<file path="config.mk">
export PLATFORM = sky130hd
export DESIGN_NAME = upsample_sequencer
export DESIGN_NICKNAME = d
export VERILOG_FILES = /design/src/rtl/upsample_sequencer.sv
export SDC_FILE = /design/constraint.sdc
export NUM_CORES = 1
export LEC_CHECK = 0
export ABC_AREA = 1
export CORE_AREA = 2 2 218 220
export DETAILED_ROUTE_END_ITERATION = 12
export DIE_AREA = 0 0 220 222
export GPL_ROUTABILITY_DRIVEN = 0
export PLACE_DENSITY = 0.56
export SYNTH_ARGS = -nofsm -noshare
export SYNTH_HDL_FRONTEND = slang
export SYNTH_SLANG_ARGS = --single-unit
</file>
<file path="constraint.sdc">
create_clock -name clk -period 2.3 [get_ports clk]
set_input_delay 0.575 -clock clk [delete_from_list [all_inputs] [get_ports clk]]
set_output_delay 0.575 -clock clk [all_outputs]
set_load 0.02 [all_outputs]
</file>
<file path="src/rtl/upsample_sequencer.sv">
// Frame-level controller for the upsample convolution layer: streams weights from
// a synchronous memory into the layer, then walks the frame pixel by pixel.
module upsample_sequencer #(
  parameter int IN_CHANNELS       = 3,
  parameter int OUT_CHANNELS      = 12,
  parameter int KERNEL_SIZE       = 3,
  parameter int DATA_WIDTH        = 16,
  parameter int WEIGHT_ADDR_WIDTH = 20,
  parameter int IMG_W             = 64,
  parameter int IMG_H             = 48,
  parameter int TIMEOUT           = 2048
) (
  input  logic                                 clk,
  input  logic                                 rst_n,
  input  logic                                 start,
  output logic                                 busy,
  output logic                                 done,
  output logic                                 error,
  output logic                                 wmem_rd,
  output logic [WEIGHT_ADDR_WIDTH-1:0]         wmem_addr,
  input  logic [DATA_WIDTH-1:0]                wmem_data,
  output logic                                 load_weights,
  output logic [WEIGHT_ADDR_WIDTH-1:0]         weight_addr,
  output logic [DATA_WIDTH-1:0]                weight_in,
  output logic                                 start_conv,
  input  logic                                 conv_done,
  output logic [IN_CHANNELS*DATA_WIDTH-1:0]    layer_pixel,
  input  logic [OUT_CHANNELS*DATA_WIDTH-1:0]   layer_result,
  input  logic                                 pix_valid,
  output logic                                 pix_ready,
  input  logic [IN_CHANNELS*DATA_WIDTH-1:0]    pix_data,
  output logic                                 out_valid,
  input  logic                                 out_ready,
  output logic [OUT_CHANNELS*DATA_WIDTH-1:0]   out_data,
  output logic                                 out_last
);

  localparam int KK  = KERNEL_SIZE * KERNEL_SIZE;
  localparam int NW  = IN_CHANNELS * OUT_CHANNELS * KK + OUT_CHANNELS;
  localparam int PW  = IN_CHANNELS * DATA_WIDTH;
  localparam int RW  = OUT_CHANNELS * DATA_WIDTH;
  localparam int WDW = $clog2(TIMEOUT + 1);
  localparam int XW  = $clog2(IMG_W + 1);
  localparam int YW  = $clog2(IMG_H + 1);

  typedef enum logic [3:0] {
    S_IDLE,
    S_LOAD,
    S_GET_PIX,
    S_START,
    S_WAIT_CLR,
    S_WAIT_DONE,
    S_EMIT,
    S_DONE,
    S_ERR
  } state_t;

  state_t                         r_state;
  state_t                         w_next_state;
  logic [WEIGHT_ADDR_WIDTH-1:0]   r_load_cnt;
  logic [WDW-1:0]                 r_wd_cnt;
  logic [XW-1:0]                  r_x;
  logic [YW-1:0]                  r_y;
  logic [PW-1:0]                  r_layer_pixel;
  logic [RW-1:0]                  r_out_data;
  logic                           r_error;

  logic w_load_last;
  logic w_timeout;
  logic w_last_pix;
  logic w_start_accept;
  logic w_pix_hs;
  logic w_out_hs;
  logic w_capture;
  logic w_timeout_hit;

  // r_load_cnt counts NW read cycles plus one trailing write cycle for the last word.
  assign w_load_last = (r_load_cnt == WEIGHT_ADDR_WIDTH'(NW));
  assign w_timeout   = (r_wd_cnt == WDW'(TIMEOUT - 1));
  assign w_last_pix  = (r_x == XW'(IMG_W - 1)) && (r_y == YW'(IMG_H - 1));

  always_ff @(posedge clk or negedge rst_n) begin
    if (!rst_n) begin
      r_state <= S_IDLE;
    end else begin
      // NOTE: every clocked register uses <= so all flops update from pre-edge values.
      r_state <= w_next_state;
    end
  end

  always_comb begin
    // NOTE: every signal gets a default here so no path through the case infers a latch.
    w_next_state   = r_state;
    busy           = 1'b0;
    done           = 1'b0;
    wmem_rd        = 1'b0;
    wmem_addr      = '0;
    load_weights   = 1'b0;
    weight_addr    = '0;
    weight_in      = '0;
    start_conv     = 1'b0;
    pix_ready      = 1'b0;
    out_valid      = 1'b0;
    out_last       = 1'b0;
    w_start_accept = 1'b0;
    w_pix_hs       = 1'b0;
    w_out_hs       = 1'b0;
    w_capture      = 1'b0;
    w_timeout_hit  = 1'b0;

    unique case (r_state)
      S_IDLE: begin
        if (start) begin
          w_start_accept = 1'b1;
          w_next_state   = S_LOAD;
        end
      end

      S_LOAD: begin
        busy = 1'b1;
        if (!w_load_last) begin
          wmem_rd   = 1'b1;
          wmem_addr = r_load_cnt;
        end
        // Memory data lags the read by one cycle, so the write trails the address by one.
        if (r_load_cnt != '0) begin
          load_weights = 1'b1;
          weight_addr  = r_load_cnt - WEIGHT_ADDR_WIDTH'(1);
          weight_in    = wmem_data;
        end
        if (w_load_last) begin
          w_next_state = S_GET_PIX;
        end
      end

      S_GET_PIX: begin
        busy      = 1'b1;
        pix_ready = 1'b1;
        if (pix_valid) begin
          w_pix_hs     = 1'b1;
          w_next_state = S_START;
        end
      end

      S_START: begin
        busy         = 1'b1;
        start_conv   = 1'b1;
        w_next_state = S_WAIT_CLR;
      end

      S_WAIT_CLR: begin
        busy = 1'b1;
        if (!conv_done) begin
          w_next_state = S_WAIT_DONE;
        end else if (w_timeout) begin
          w_timeout_hit = 1'b1;
          w_next_state  = S_ERR;
        end
      end

      S_WAIT_DONE: begin
        busy = 1'b1;
        if (conv_done) begin
          w_capture    = 1'b1;
          w_next_state = S_EMIT;
        end else if (w_timeout) begin
          w_timeout_hit = 1'b1;
          w_next_state  = S_ERR;
        end
      end

      S_EMIT: begin
        busy      = 1'b1;
        out_valid = 1'b1;
        out_last  = w_last_pix;
        if (out_ready) begin
          w_out_hs     = 1'b1;
          w_next_state = w_last_pix ? S_DONE : S_GET_PIX;
        end
      end

      S_DONE: begin
        done = 1'b1;
        if (start) begin
          w_start_accept = 1'b1;
          w_next_state   = S_LOAD;
        end else begin
          w_next_state = S_IDLE;
        end
      end

      S_ERR: begin
        if (start) begin
          w_start_accept = 1'b1;
          w_next_state   = S_LOAD;
        end
      end

      default: w_next_state = S_IDLE;
    endcase
  end

  always_ff @(posedge clk or negedge rst_n) begin
    if (!rst_n) begin
      r_load_cnt    <= '0;
      r_wd_cnt      <= '0;
      r_x           <= '0;
      r_y           <= '0;
      r_layer_pixel <= '0;
      r_out_data    <= '0;
      r_error       <= 1'b0;
    end else begin
      if (w_start_accept) begin
        r_load_cnt <= '0;
        r_x        <= '0;
        r_y        <= '0;
        r_error    <= 1'b0;
      end else begin
        if (r_state == S_LOAD) begin
          r_load_cnt <= r_load_cnt + WEIGHT_ADDR_WIDTH'(1);
        end
        if (w_timeout_hit) begin
          r_error <= 1'b1;
        end
        if (w_out_hs) begin
          if (r_x == XW'(IMG_W - 1)) begin
            r_x <= '0;
            r_y <= r_y + YW'(1);
          end else begin
            r_x <= r_x + XW'(1);
          end
        end
      end

      // The watchdog window opens on the start_conv cycle and spans both wait states.
      if (r_state == S_START) begin
        r_wd_cnt <= '0;
      end else if (r_state == S_WAIT_CLR || r_state == S_WAIT_DONE) begin
        r_wd_cnt <= r_wd_cnt + WDW'(1);
      end

      if (w_pix_hs) begin
        r_layer_pixel <= pix_data;
      end
      if (w_capture) begin
        r_out_data <= layer_result;
      end
    end
  end

  assign error       = r_error;
  assign layer_pixel = r_layer_pixel;
  assign out_data    = r_out_data;

endmodule
</file>
Word level (Yosys, flattened, before mapping)
Cells that the tools add are included.

Add/sub/neg operators: 5. Mux-type cells: 50. Equal/unequal tests: 16. Reduce and logical (&&, ||, !) cells: 14.

Operators by type and width (count): two-way mux 20 bit (6); two-way mux 16 bit (2); one-hot mux 4 bit (8 select lines) (1); two-way mux 4 bit (7); two-way mux 1 bit (24); two-way mux 12 bit (2); two-way mux 7 bit (3); adder 20 x 1 -> 20 bit, second input constant (1); equality test 20 x 9 -> 1 bit, second input constant (1); nonzero test 20 bit (1); subtractor 20 x 1 -> 20 bit, second input constant (1); two-way mux 6 bit (3); equality test 4 x 3 -> 1 bit, second input constant (4); adder 12 x 1 -> 12 bit, second input constant (1); equality test 12 x 11 -> 1 bit, second input constant (1); nonzero test 2 bit (5); equality test 4 x 2 -> 1 bit, second input constant (2); adder 7 x 1 -> 7 bit, second input constant (1); equality test 7 x 6 -> 1 bit, second input constant (1); adder 6 x 1 -> 6 bit, second input constant (1); equality test 6 bit, second input constant (1); inequality test 2 bit, second input constant (3); OR reduction 6 bit (1); equality test 4 x 1 -> 1 bit, second input constant (1); 11 further kinds (11).

Bits in registers: 290. Output and inout port bits: 305. Logic and storage cells: 93. Input port bits: 262.

Depth between registers and ports, before layout
Depth after elaboration: 6. Gate-level depth with buffers: 10. Gate-level depth less buffers: 10.

Least setup slack after synthesis
OpenSTA, ideal clock, no wires.

Path kind: reg-to-output. Start point: register r_load_cnt[0]. End point: output port weight_addr[3]. Stages on the path, launching flop included: 8. Path slack: 42 ps. Arrival time: 1683 ps. Path through: dfrtp_1 > inv_1 > ha_1 > nand3_1 > nor2_2 > nand4_1 > nand2_2 > nor3_1.

Longest elaborated chain between the ends: 3. Elaborated cells on any way between the ends: 4.

RTL lines: start: declaration (RTL line 60) `logic [WEIGHT_ADDR_WIDTH-1:0] r_load_cnt;`; start signal: assignment (RTL line 220) `r_load_cnt <= r_load_cnt + WEIGHT_ADDR_WIDTH'(1);`; subtractor 20 x 1 -> 20 bit or nonzero test 20 bit (tied branches) (RTL line 128, 126); two-way mux 20 bit * (RTL line 126) `if (r_load_cnt != '0) begin`; two-way mux 20 bit * (RTL line 111) `unique case (r_state)`; end: declaration (RTL line 23) `output logic [WEIGHT_ADDR_WIDTH-1:0] weight_addr,`.

Mark *: on every way between the ends. The rest lies on a longest branch, timed or not.

Final worst setup path
Start point: register r_load_cnt[1]. End point: output port weight_addr[2].

Same word-level chain as after synthesis.

==> reports/metrics.csv <==
metric,value,unit
start_util,27.6,%
hp-start,out_data[39],
fin_nets,2439,
die_y,222,um
cap_violations,0,
max-vdd-ir-drop,809,uV
violations,negative setup slack,
cts_buffer_depth,3,
worst-slew-pin-transition,574,ps
synth_edf_count,0,
period_share,119,%
clock_skew,23.3,ps
port_buffers,566,
p_switching,0.0110,W
dr.pass1.iters,5,
antenna_found_initial,2,
timing.rr.end,out_data[105],
rsz0062_at_grt,true,
finalNonFillerCells,2802,
clock-sinks,290,
hold_depth,2,
wirelength,46900,um
crit_top_cell,buf_12,
switching_share,38.5,%
cts_tree,built,
yosysWarnings,0,
synth_nets,1763,
hold_class,register to register,
fmax,366,MHz
drive_gt1_share,18.1,%
async_flop_share,100,%
r2r_start,r_state[3],
ctsHtreeMaxLevel,2,
diodes,0,
min_to,out_data[39],
status,finished with violations,
crit_required,1730,ps
ys_seq_area_share,56.9,%
areaGrowthSynthToFinish,69.4,%
slew_violations,0,
r2r_slack,420,ps
maxSlewHeadroom,61.7,%
row_count,79,
cts-buffers-inserted,36,
grt_max_degree,107,
leakagePower,10.6,nW
cp_cell_sequence,"inv_2, ha_4, nand3_4, nor2_4, nand4_1, nand2_2, buf_12, buf_12, buf_8, nor2_2, buf_6",
synth.avg_cell_area,8.52,um2
cp_top_family,buffers and inverters,
hpwl,34100,um
p_clk_share,20.5,%
cp_slowest_cell,dfrtp_1,
core,46300,um2
synth_flop_cell,dfrtp_1,
wire_per_inst,16.8,um
dp.cells,2709,
p_seq_share,29.3,%
synthCells,1496,
ys_types,33,
drcViolationCount,0,
track_usage,18.6,%
dp_slack,-300,ps
dieArea,48800,um2
rr_worst_depth,10,
grt.overflow.total,0,
worst_setup_path_end_kind,primary output,
ios,567,
synth-seq-cells,290,
intPower,0.0175,W
grt_pass1_vias,12500,
cts_root_buf,clkbuf_16,
holdWs,475,ps
p_comb_share,50.2,%
max_stage_delay,390,ps
critPathMaxFanout,8,
hold_viol,0,
dr_total_vias,12200,
min_period,2730,ps
critPathLaunchType,register,
clock_latency,540,ps
setup_viol,43,
cp_num_buf_inv,5,
first_iter_violations,726,
ant_nets,0,
critPathArrivalTime,2160,ps
power.total,0.0285,W
critical_path_class,register to primary output,
grt_pass1_wl,71100,um
layout_setup_ws,-430,ps
clk_pin_slew,60,ps
cellPowerDensity,1320,nW/um2
syn-cell-area,12700,um2
via_per_inst,4.35,
die_w,220,um
worst reg2reg max path, stage by stage, from the launching register on:
cell	delay, ps
dfrtp_1	390
buf_6	130
inv_1	40
nand2_1	70
buf_4	150
nor2_2	200
nand2_4	120
inv_6	250
buf_4	320
nand2_1	90
nand2_1	70
synthesized netlist by cell type (3+ instances only):
cell type	number	area, um2
a211oi_1	4	30.0
a21oi_1	14	70.1
buf_2	36	180
buf_4	12	90.1
buf_6	6	67.6
clkbuf_1	4	15.0
dfrtp_1	290	7260
ha_1	5	62.6
inv_1	85	319
inv_2	5	18.8
mux2_2	28	315
mux2_4	20	300
nand2_1	711	2670
nand2_2	5	31.3
nand3_1	43	215
nand4_1	17	106
nor2_1	136	510
nor2_2	7	43.8
nor3_1	14	70.1
nor3_2	3	30.0
o21ai_0	20	100
xnor2_1	3	26.3
xor2_1	15	131
timing repair:
| action | CTS | global route |
|---|---|---|
| pin swaps | 4 | 13 |
| hold buffers | 1 | 0 |
| cloned | 3 | 0 |
| setup buffers | 21 | 12 |
| hold endpoints to repair | 36 | 0 |
| resized for setup | 340 | 132 |
| endpoints found under the setup margin | 65 | 61 |
registers in the layout, indices dropped and copies added, names as in the netlist:
name	cells
r_y	6
r_wd_cnt	12
layer_pixel	48
error	1
r_x	7
out_data	192
r_load_cnt	20
r_state	4
cell families after synthesis:
| kind of cell | Yosys count | synth area share, % |
|---|---|---|
| AOI/OAI and AO/OA | 45 | 1.93 |
| xor gates and xnor gates | 18 | 1.24 |
| adders and majority gates | 5 | 0.491 |
| buffers and inverters | 149 | 5.45 |
| DFF | 290 | 56.9 |
| muxes | 49 | 4.91 |
| and+or+nand+nor | 940 | 29.0 |
area by class of cell:
type / instances / area (um2)
Fill cell: 4435 / 24700
Sequential cell: 290 / 7260
Timing Repair Buffer: 697 / 6890
Multi-Input combinational cell: 1057 / 5140
Clock buffer: 47 / 982
Tap cell: 607 / 759
Inverter: 90 / 345
Clock inverter: 14 / 220
power groups by stage:
stage | Clock [W] | Sequential (W) | Combinational [W]
5_1_grt | 0.00624 | 0.00865 | 0.0153
6_report | 0.00584 | 0.00835 | 0.0143
3_5_place_dp | 0 | 0.00837 | 0.0134
4_1_cts | 0.00605 | 0.00837 | 0.0139
2_1_floorplan | 0 | 0.0107 | 0.00412
3_3_place_gp | 0 | 0.00832 | 0.0133
how the worst max path moves through the flow:
stage	start	end	slack [ps]	cells past startpoint
final	r_load_cnt[1]	weight_addr[2]	-430	11
after global routing	r_load_cnt[1]	weight_addr[2]	-530	11
after CTS	r_load_cnt[0]	weight_addr[18]	-470	11
after detailed placement	r_load_cnt[1]	weight_addr[12]	-300	9
after global placement	r_load_cnt[0]	weight_addr[12]	-300	9
after floorplan	r_load_cnt[0]	weight_addr[3]	40	7
placed cells by master (no fill, tap or decap), drive strengths merged, types with 2 or more instances in the layout:
cell,count
and3,2
bufinv,5
xor2,15
clkbuf,48
dfrtp,290
mux2,48
a31oi,2
xnor2,3
ha,5
nor3,17
nand3,43
nand4,17
a21oi,14
buf,194
inv,91
nor2,143
clkdlybuf4s50,500
o21ai,23
clkinvlp,4
a211oi,4
clkinv,4
nand2,716
through the flow:
stage | util, % | area, um2 | setup TNS [ps]
finish | 46.7 | 21600 | -14460
global route | 46.7 | 21600 | -18520
CTS | 45.9 | 21200 | -16310
detailed placement | 42.6 | 19700 | -10640
global placement | 42.6 | 19700 | -9930
floorplan | - | 12700 | 0
routing by layer:
metal	part of all wire, %	up-vias	global-route usage (%)	wire length (um)
li1	-	5955	-	-
met1	40	5727	22.0	18600
met2	49	421	31.9	22900
met3	8.2	82	5.82	3870
met4	3.3	4	6.26	1550
met5	0.068	-	0	32
Power figures use the tool's default switching activity.
